==> config.mk <==
export PLATFORM = sky130hd
export DESIGN_NAME = mdu_seq_flat
export DESIGN_NICKNAME = d
export VERILOG_FILES = /design/src/rtl/mdu_seq_pkg.sv /design/src/rtl/mdu_seq_if.sv /design/src/rtl/mdu_seq_signfix.sv /design/src/rtl/mdu_seq.sv /design/src/flat_wrapper.sv
export SDC_FILE = /design/constraint.sdc
export NUM_CORES = 1
export LEC_CHECK = 0
export BUFFER_PORTS_ARGS = -buffer_cell sky130_fd_sc_hd__buf_2
export CORE_ASPECT_RATIO = 1.25
export CORE_MARGIN = 2
export CORE_UTILIZATION = 45
export CTS_CLUSTER_SIZE = 8
export DETAILED_ROUTE_END_ITERATION = 6
export GPL_ROUTABILITY_DRIVEN = 1
export PLACE_DENSITY = 0.7
export SLEW_MARGIN = 10
export SYNTH_ARGS = -nofsm -noshare
export SYNTH_HDL_FRONTEND = slang
export SYNTH_SLANG_ARGS = --single-unit
==> constraint.sdc <==
create_clock -name clk -period 2.1 [get_ports clk]
set_input_delay 0.42 -clock clk [delete_from_list [all_inputs] [get_ports clk]]
set_output_delay 0.42 -clock clk [all_outputs]
set_load 0.02 [all_outputs]
==> src/rtl/mdu_seq_pkg.sv <==
// Shared types and constants for the iterative multiply/divide sequencer.
// The ALU function codes match the shared EX-stage ALU encoding.
package mdu_pkg;

   typedef enum logic [1:0] {
      OP_MULTU = 2'b00,
      OP_MULT  = 2'b01,
      OP_DIVU  = 2'b10,
      OP_DIV   = 2'b11
   } mdu_op_t;

   typedef enum logic [2:0] {
      IDLE,
      PREP,
      ITER,
      FIX,
      DONE
   } mdu_state_t;

   localparam logic [3:0] ALU_F_ADD = 4'b0000;
   localparam logic [3:0] ALU_F_SUB = 4'b0001;
   localparam int         MDU_ITERS = 32;

endpackage

==> src/rtl/mdu_seq_if.sv <==
// Request/result/ALU bundle between the EX stage (master) and mdu_seq (slave).
interface mdu_seq_if #(parameter int WIDTH = 32);
   import mdu_pkg::*;

   logic             start;
   mdu_op_t          op;
   logic [WIDTH-1:0] rs_val;
   logic [WIDTH-1:0] rt_val;
   logic             busy;
   logic             done;
   logic [WIDTH-1:0] hi;
   logic [WIDTH-1:0] lo;
   logic             div_by_zero;
   logic [WIDTH-1:0] alu_a;
   logic [WIDTH-1:0] alu_b;
   logic [3:0]       alu_f;
   logic [WIDTH-1:0] alu_y;

   modport master (
      output start, op, rs_val, rt_val, alu_y,
      input  busy, done, hi, lo, div_by_zero, alu_a, alu_b, alu_f
   );

   modport slave (
      input  start, op, rs_val, rt_val, alu_y,
      output busy, done, hi, lo, div_by_zero, alu_a, alu_b, alu_f
   );

endinterface

==> src/rtl/mdu_seq_signfix.sv <==
// Conditional two's-complement negate; used for operand magnitudes and result sign restore.
module mdu_signfix
   import mdu_pkg::*;
#(
   parameter int W = 32
) (
   input  logic         neg,
   input  logic [W-1:0] a,
   output logic [W-1:0] y
);

   assign y = neg ? (~a + W'(1)) : a;

endmodule

==> src/rtl/mdu_seq.sv <==
// Iterative MULT/MULTU/DIV/DIVU sequencer driving an external shared ALU.
// Signed operation is built only with MDU_SIGNED_EN; otherwise all ops run unsigned.
module mdu_seq
   import mdu_pkg::*;
#(
   parameter int WIDTH = 32
) (
   input  logic      clk,
   input  logic      rst_n,
   mdu_seq_if.slave  mif
);

   mdu_state_t         state, nstate;
   logic               is_div;
   logic [WIDTH-1:0]   rs_q, rt_q, dvs, p_hi, p_lo;
   logic [4:0]         cnt;
   logic [WIDTH-1:0]   hi_q, lo_q;
   logic               dbz;
   logic [WIDTH-1:0]   rs_mag, rt_mag, q_fix, r_fix;
   logic [2*WIDTH-1:0] p_fix;
   logic [WIDTH:0]     rp;
   logic               take, carry;
   logic [WIDTH-1:0]   alu_a, alu_b;
   logic [3:0]         alu_f;

`ifdef MDU_SIGNED_EN
   logic sgn_op, sgn_x, sgn_r, rs_neg, rt_neg;

   assign rs_neg = sgn_op & rs_q[WIDTH-1];
   assign rt_neg = sgn_op & rt_q[WIDTH-1];

   mdu_signfix #(.W(WIDTH))   u_mag_rs (.neg(rs_neg), .a(rs_q),         .y(rs_mag));
   mdu_signfix #(.W(WIDTH))   u_mag_rt (.neg(rt_neg), .a(rt_q),         .y(rt_mag));
   mdu_signfix #(.W(2*WIDTH)) u_fix_p  (.neg(sgn_x),  .a({p_hi, p_lo}), .y(p_fix));
   mdu_signfix #(.W(WIDTH))   u_fix_q  (.neg(sgn_x),  .a(p_lo),         .y(q_fix));
   mdu_signfix #(.W(WIDTH))   u_fix_r  (.neg(sgn_r),  .a(p_hi),         .y(r_fix));
`else
   assign rs_mag = rs_q;
   assign rt_mag = rt_q;
   assign p_fix  = {p_hi, p_lo};
   assign q_fix  = p_lo;
   assign r_fix  = p_hi;
`endif

   // Restoring-divide step: R is never >= divisor between steps, so 32 bits of R suffice.
   always_comb begin
      rp    = {p_hi, p_lo[WIDTH-1]};
      take  = rp[WIDTH] | (rp[WIDTH-1:0] >= dvs);
      carry = (mif.alu_y < p_hi);
   end

   always_ff @(posedge clk) begin
      if (!rst_n) state <= IDLE;
      else        state <= nstate;
   end

   always_comb begin
      nstate = state;
      alu_a  = '0;
      alu_b  = '0;
      alu_f  = ALU_F_ADD;
      case (state)
         IDLE: if (mif.start) nstate = PREP;
         PREP: nstate = (is_div && rt_q == '0) ? FIX : ITER;
         ITER: begin
            if (is_div) begin
               alu_f = ALU_F_SUB;
               alu_a = rp[WIDTH-1:0];
               alu_b = dvs;
            end else if (p_lo[0]) begin
               alu_a = p_hi;
               alu_b = dvs;
            end
            if (cnt == '0) nstate = FIX;
         end
         FIX:     nstate = DONE;
         DONE:    nstate = IDLE;
         default: nstate = IDLE;
      endcase
   end

   always_ff @(posedge clk) begin
      if (!rst_n) begin
         is_div <= 1'b0;
         rs_q   <= '0;
         rt_q   <= '0;
         dvs    <= '0;
         p_hi   <= '0;
         p_lo   <= '0;
         cnt    <= '0;
         hi_q   <= '0;
         lo_q   <= '0;
         dbz    <= 1'b0;
`ifdef MDU_SIGNED_EN
         sgn_op <= 1'b0;
         sgn_x  <= 1'b0;
         sgn_r  <= 1'b0;
`endif
      end else begin
         case (state)
            IDLE: if (mif.start) begin
               is_div <= mif.op[1];
               rs_q   <= mif.rs_val;
               rt_q   <= mif.rt_val;
               dbz    <= 1'b0;
`ifdef MDU_SIGNED_EN
               sgn_op <= mif.op[0];
`endif
            end
            PREP: begin
               cnt  <= 5'(MDU_ITERS - 1);
               p_hi <= '0;
               p_lo <= is_div ? rs_mag : rt_mag;
               dvs  <= is_div ? rt_mag : rs_mag;
               if (is_div && rt_q == '0) dbz <= 1'b1;
`ifdef MDU_SIGNED_EN
               sgn_x <= rs_neg ^ rt_neg;
               sgn_r <= rs_neg;
`endif
            end
            ITER: begin
               cnt <= cnt - 5'd1;
               if (is_div) begin
                  p_hi <= take ? mif.alu_y : rp[WIDTH-1:0];
                  p_lo <= {p_lo[WIDTH-2:0], take};
               end else if (p_lo[0]) begin
                  {p_hi, p_lo} <= {carry, mif.alu_y, p_lo[WIDTH-1:1]};
               end else begin
                  {p_hi, p_lo} <= {1'b0, p_hi, p_lo[WIDTH-1:1]};
               end
            end
            FIX: begin
               if (dbz) begin
                  hi_q <= rs_q;
                  lo_q <= '1;
               end else if (is_div) begin
                  hi_q <= r_fix;
                  lo_q <= q_fix;
               end else begin
                  {hi_q, lo_q} <= p_fix;
               end
            end
            default: ;
         endcase
      end
   end

   assign mif.busy        = (state != IDLE);
   assign mif.done        = (state == DONE);
   assign mif.hi          = hi_q;
   assign mif.lo          = lo_q;
   assign mif.div_by_zero = dbz;
   assign mif.alu_a       = alu_a;
   assign mif.alu_b       = alu_b;
   assign mif.alu_f       = alu_f;

endmodule

==> src/flat_wrapper.sv <==
// flat-port wrapper written by rule: the top's interface ports become plain ports
module mdu_seq_flat import mdu_pkg::*;
#(
   parameter int WIDTH = 32
)
  (clk, rst_n, mif_start, mif_op, mif_rs_val, mif_rt_val, mif_alu_y, mif_busy, mif_done, mif_hi, mif_lo, mif_div_by_zero, mif_alu_a, mif_alu_b, mif_alu_f);
  mdu_seq_if #(.WIDTH(WIDTH)) mif_i ();
  input  logic clk;
  input  logic rst_n;
  input wire logic [$bits(mif_i.start)-1:0] mif_start;
  input wire logic [$bits(mif_i.op)-1:0] mif_op;
  input wire logic [$bits(mif_i.rs_val)-1:0] mif_rs_val;
  input wire logic [$bits(mif_i.rt_val)-1:0] mif_rt_val;
  input wire logic [$bits(mif_i.alu_y)-1:0] mif_alu_y;
  output wire logic [$bits(mif_i.busy)-1:0] mif_busy;
  output wire logic [$bits(mif_i.done)-1:0] mif_done;
  output wire logic [$bits(mif_i.hi)-1:0] mif_hi;
  output wire logic [$bits(mif_i.lo)-1:0] mif_lo;
  output wire logic [$bits(mif_i.div_by_zero)-1:0] mif_div_by_zero;
  output wire logic [$bits(mif_i.alu_a)-1:0] mif_alu_a;
  output wire logic [$bits(mif_i.alu_b)-1:0] mif_alu_b;
  output wire logic [$bits(mif_i.alu_f)-1:0] mif_alu_f;
  assign mif_i.start = mif_start;
  assign mif_i.op = mif_op;
  assign mif_i.rs_val = mif_rs_val;
  assign mif_i.rt_val = mif_rt_val;
  assign mif_i.alu_y = mif_alu_y;
  assign mif_busy = mif_i.busy;
  assign mif_done = mif_i.done;
  assign mif_hi = mif_i.hi;
  assign mif_lo = mif_i.lo;
  assign mif_div_by_zero = mif_i.div_by_zero;
  assign mif_alu_a = mif_i.alu_a;
  assign mif_alu_b = mif_i.alu_b;
  assign mif_alu_f = mif_i.alu_f;
  mdu_seq #(.WIDTH(WIDTH)) u_core (.clk(clk), .rst_n(rst_n), .mif(mif_i));
endmodule
**Yosys cells after proc, flatten, opt, wreduce, memory -nomap -nowiden**

Cells that the tools add are included.

- Bits in registers: 234
- Output and inout port bits: 135
- Logic and storage cells: 59

- $add $sub $neg: 1
- Order comparisons: 2
- Eq/ne operators: 7
- Muxes and demuxes: 27
- Bitwise operators: 1
- Reduce and logical (&&, ||, !) cells: 10

Operator list:

| operator | count |
|---|---|
| 32-bit two-way mux | 15 |
| 32-bit one-hot mux with 2 select lines | 2 |
| 32-bit >= comparator | 1 |
| 32-bit logical NOT | 1 |
| 32-bit less-than comparator | 1 |
| 3-bit one-hot mux with 4 select lines | 1 |
| 5-bit one-hot mux with 2 select lines | 1 |
| 3-bit by 2-bit == test with 1-bit output, second input constant | 2 |
| 3-bit two-way mux | 2 |
| 5-bit logical NOT | 1 |
| 5-bit by 1-bit subtractor with 5-bit output, second input constant | 1 |
| 1-bit two-way mux | 4 |
| 4-bit two-way mux | 1 |
| 2-bit by 1-bit inequality test with 1-bit output, second input constant | 2 |
| 2-bit AND reduction | 2 |
| 2-bit nonzero test | 2 |
| 3-bit by 1-bit == test with 1-bit output, second input constant | 1 |
| 3-bit == test, second input constant | 1 |
| 3-bit logical NOT | 1 |
| 3-bit AND reduction | 1 |
| 3-bit nonzero test | 1 |
| 2-bit inequality test, second input constant | 1 |
| 1-bit one-hot mux with 2 select lines | 1 |
| 1-bit logical AND | 1 |
| 1-bit bitwise OR | 1 |

**Depth between registers and ports, before layout**

- Depth in word-level cells: 5
- Depth in mapped cells: 10
- Mapped depth without buffers: 9

**Worst setup path before layout**

OpenSTA, ideal clock, no wires.

- Path type: reg2reg
- Start: reg u_core.p_hi[27]
- End: reg u_core.p_hi[13]
- Library setup time: 125 ps
- Data arrival time: 2108 ps
- Data required time: 1975 ps
- Slack: -133 ps
- Stages on the path, launching flop included: 10
- Buffers on the path: 1
- Period minus slack after synthesis: 2233 ps
- Cell sequence: dfxtp_1 ha_1 a21oi_1 o211ai_1 a2111oi_2 o31ai_1 a21oi_4 buf_8 mux2i_1 o21ai_2

- Word-level cells in the longest chain between the ends: 5

Ends and longest elaborated chain:

| what | line | RTL |
|---|---|---|
| from (decl) | mdu_seq.sv:15 | `logic [WIDTH-1:0] rs_q, rt_q, dvs, p_hi, p_lo;` |
| from (signal assigned) | mdu_seq.sv:124 | `p_hi <= take ? mif.alu_y : rp[WIDTH-1:0];` |
| from (signal assigned) | mdu_seq.sv:127 | `{p_hi, p_lo} <= {carry, mif.alu_y, p_lo[WIDTH-1:1]};` |
| from (signal assigned) | mdu_seq.sv:129 | `{p_hi, p_lo} <= {1'b0, p_hi, p_lo[WIDTH-1:1]};` |
| 32-bit >= comparator | mdu_seq.sv:48 | `take = rp[WIDTH] \| (rp[WIDTH-1:0] >= dvs);` |
| 1-bit bitwise OR | mdu_seq.sv:48 |  |
| 32-bit two-way mux | mdu_seq.sv:124 |  |
| 32-bit two-way mux | mdu_seq.sv:123 | `if (is_div) begin` |
| 32-bit one-hot mux with 2 select lines | mdu_seq.sv:100 | `case (state)` |

No other way between the ends.
A chain may end at the register's enable or synchronous reset.

**Worst setup path after layout**

- Start: reg u_core.p_hi[27]
- End: reg u_core.p_hi[15]

Same word-level chain as after synthesis.

==> out/metrics.cfg <==
[cts]
cts.htree.levels=2
insertion_delay_ps=510
cts_buffers=35
clockBufferDepth=3
clk_pin_slew_worst_paths_ps=60
cts_root_buf=clkbuf_16
cts_tree=built
cts.sinks=234

[sta]
period_share_pct=114
rsz0062_at_grt=true
worst_slack_ps=-291
slew_viol_final=0
tightest_slew_ps=933
finalHoldViolCount=0
post-route-min-period_ps=2390
finClkSkew_ps=18.3
setup_viol_count_final=97
fmax_mhz=418
max-slew-margin-rel_pct=37.8

[final_layout]
drive_gt1_share_pct=28.8
num-fill-cells=2331
final_nets=1972
multi_input_area_mm2=0.00730
final_cell_mix=207 x dfxtp_1, 194 x buf_2, 174 x nand2_1, 152 x mux2i_1, 142 x buf_4
seq_area_mm2=0.00473
layout_commonest_cell=dfxtp_1
syn_to_final_growth_pct=34.3

[status]
status=finished with violations
violations=setup timing

[global_route]
grt-ovfl-total=0
grtUsageTotal_pct=27.1
grt_pass1_vias=12002
grt_pass1_wl_mm=63.2
grt_max_degree=117
antenna_found_initial=3

[logic_synthesis]
avgSynthCellArea_um2=8.21
yosysUniqueCellTypes=50
syn_area_mm2=0.0123
netlist_instances=1501
synth.area.top_cells=dfxtp_1 38%, mux2i_1 13%, ha_1 6.6%, nand2_1 5.3%, a21oi_1 4.9%
yosys_most_used_dff=dfxtp_1
yosys_warnings=0
synth-seq-cells=234
ys_async_sr_fraction_pct=0
synth_top_area_share_pct=38.0
synth_edf_count=0
ys_seq_area_share_pct=38.0
synth_top_area_cell=dfxtp_1

[drt]
num_vias=12359
totalWireLength_mm=41.1
detail-route-antenna-nets=0
vias_per_cell=5.74
topRoutingLayerUsed=met5
drt_iter0_drc=754
wl_met2_mm=19.0
met3_length_mm=2.91
met1Wirelength_mm=17.4
drc=0
dr.pass1.iters=5
avgRoutedWirePerCell_um=19.1

[power_and_ir_drop]
power.switching_uw=3500
swShare_pct=28.9
p_int_uw=8640
power_uw=12100
p_per_area_mw_per_mm2=733
power_frac_clock_pct=40.7
sequentialPowerShare_pct=40.8
pwr-share-comb_pct=18.5
ir_worst_vdd_mv=0.445
p_leak_uw=0.00662

[job]
maxCapViolations=0

[placed_design]
dp_slack_ps=-264
gp_congestion=0.948
dp_hpwl_mm=27.7
numPortBuffers=231

[setup_path]
crit_type=flip-flop to flip-flop
r2r_setup_slack_ps=-290
cp.arrival_ps=2760
critPathLaunchType=flip-flop
cp-end-kind=flip-flop
required_ps=2470
path_max_fanout=8

[floorplan]
initial_utilization_pct=45.8
die_w_um=152
core_area_mm2=0.0269
rows=67
fp.dieArea_mm2=0.0287
fp.dieH_um=189
io_pins=236

[hold_path]
hold_path_class=primary input to flip-flop

==> flip-flops by register name (all words and copies together), names as in the netlist <==
signal / flops
u_core.cnt: 5
u_core.state: 3
u_core.mif.hi: 32
u_core.mif.div_by_zero: 1
u_core.dvs: 32
u_core.p_lo: 32
u_core.rt_mag: 32
u_core.p_hi: 32
u_core.rs_mag: 32
u_core.is_div: 1
u_core.mif.lo: 32
==> power by group through the flow <==
stage	combinational, µW	sequential, µW	clock [µW]
after global placement	1970	5010	0
final	2250	4950	4940
after detailed placement	2010	5020	0
after floorplan	1260	4980	0
after global routing	2440	4970	5160
after CTS	2110	4930	5000
==> stage by stage <==
step	setup TNS [ps]	std cells	instance area, µm²	utilization [%]	hold WS [ps]
floorplan	-33.3	1503	12500	-	456
global placement	-4780	2097	14800	55.0	472
detailed placement	-5820	2097	14800	55.0	476
CTS	-15980	2151	16300	60.5	146
global route	-26160	2155	16600	61.5	158
finish	-18520	2155	16600	61.5	159
==> layer usage <==
metal / global-route usage [%] / up-vias
li1: - / 5978
met1: 34.8 / 5765
met2: 43.9 / 508
met3: 5.31 / 106
met4: 12.6 / 2
met5: 0 / -
==> timing repair <==
| action | CTS | global route |
|---|---|---|
| pin swaps | 4 | 22 |
| buffers inserted | 7 | 3 |
| hold buffers | 0 | 0 |
| resized for setup | 90 | 53 |
| cloned | 7 | 2 |
| setup endpoints to repair | 98 | 98 |
==> cell usage after synthesis, types with 2 or more instances <==
| cell type | count |
|---|---|
| a2111oi_0 | 2 |
| a211oi_1 | 70 |
| a21o_1 | 5 |
| a21oi_1 | 120 |
| a221oi_1 | 3 |
| a22o_1 | 32 |
| a22oi_1 | 32 |
| a311oi_1 | 3 |
| and3_1 | 2 |
| and4_1 | 6 |
| buf_1 | 10 |
| buf_2 | 11 |
| buf_4 | 3 |
| buf_8 | 3 |
| clkbuf_1 | 96 |
| dfxtp_1 | 234 |
| ha_1 | 65 |
| inv_1 | 68 |
| mux2i_1 | 158 |
| nand2_1 | 175 |
| nand2b_1 | 2 |
| nand3_1 | 12 |
| nand3b_1 | 2 |
| nand4_1 | 7 |
| nor2_1 | 139 |
| nor2b_1 | 3 |
| nor3_1 | 102 |
| nor3b_1 | 3 |
| nor4_1 | 9 |
| o211ai_1 | 3 |
| o21ai_0 | 40 |
| o21ai_1 | 28 |
| o21ai_2 | 2 |
| o22ai_1 | 32 |
| o31ai_1 | 3 |
| or3_1 | 2 |
==> worst max-delay path, stage by stage, from the launching register on <==
cell,delay (ps)
dfxtp_4,360
ha_4,250
a21oi_2,130
o211ai_1,140
a2111oi_4,420
o31ai_2,160
a21oi_4,170
buf_6,170
clkbuf_16,170
mux2i_1,200
o21ai_1,80
==> cell type report <==
cell class,count,area share [%]
multi-input combinational,1076,44.1
sequential,234,28.6
timing repair buffer,390,17.6
clock buffer,37,5.33
tap,345,2.61
inverter,69,1.59
clock inverter,3,0.249
antenna,1,0.0151
==> cells by family after synthesis <==
family | count (synthesis) | synth area share (%)
buffers and inverters | 193 | 6.36
AOI/OAI and AO/OA | 378 | 19.4
and+or+nand+nor | 472 | 16.7
adders and majority gates | 65 | 6.60
muxes | 158 | 12.8
DFF | 234 | 38.0
other | 1 | 0.0304
==> final timing paths <==
kind                                       start          endpoint  cells past startpoint
worst max register to register   u_core.p_hi[27]   u_core.p_hi[15]                     10
worst min-delay path               mif_rs_val[4]  u_core.rs_mag[4]                      3
worst max-delay path             u_core.p_hi[27]   u_core.p_hi[15]                     10
worst min register to register  u_core.rt_mag[5]  u_core.rt_mag[5]                      2
Power figures use the tool's default switching activity.
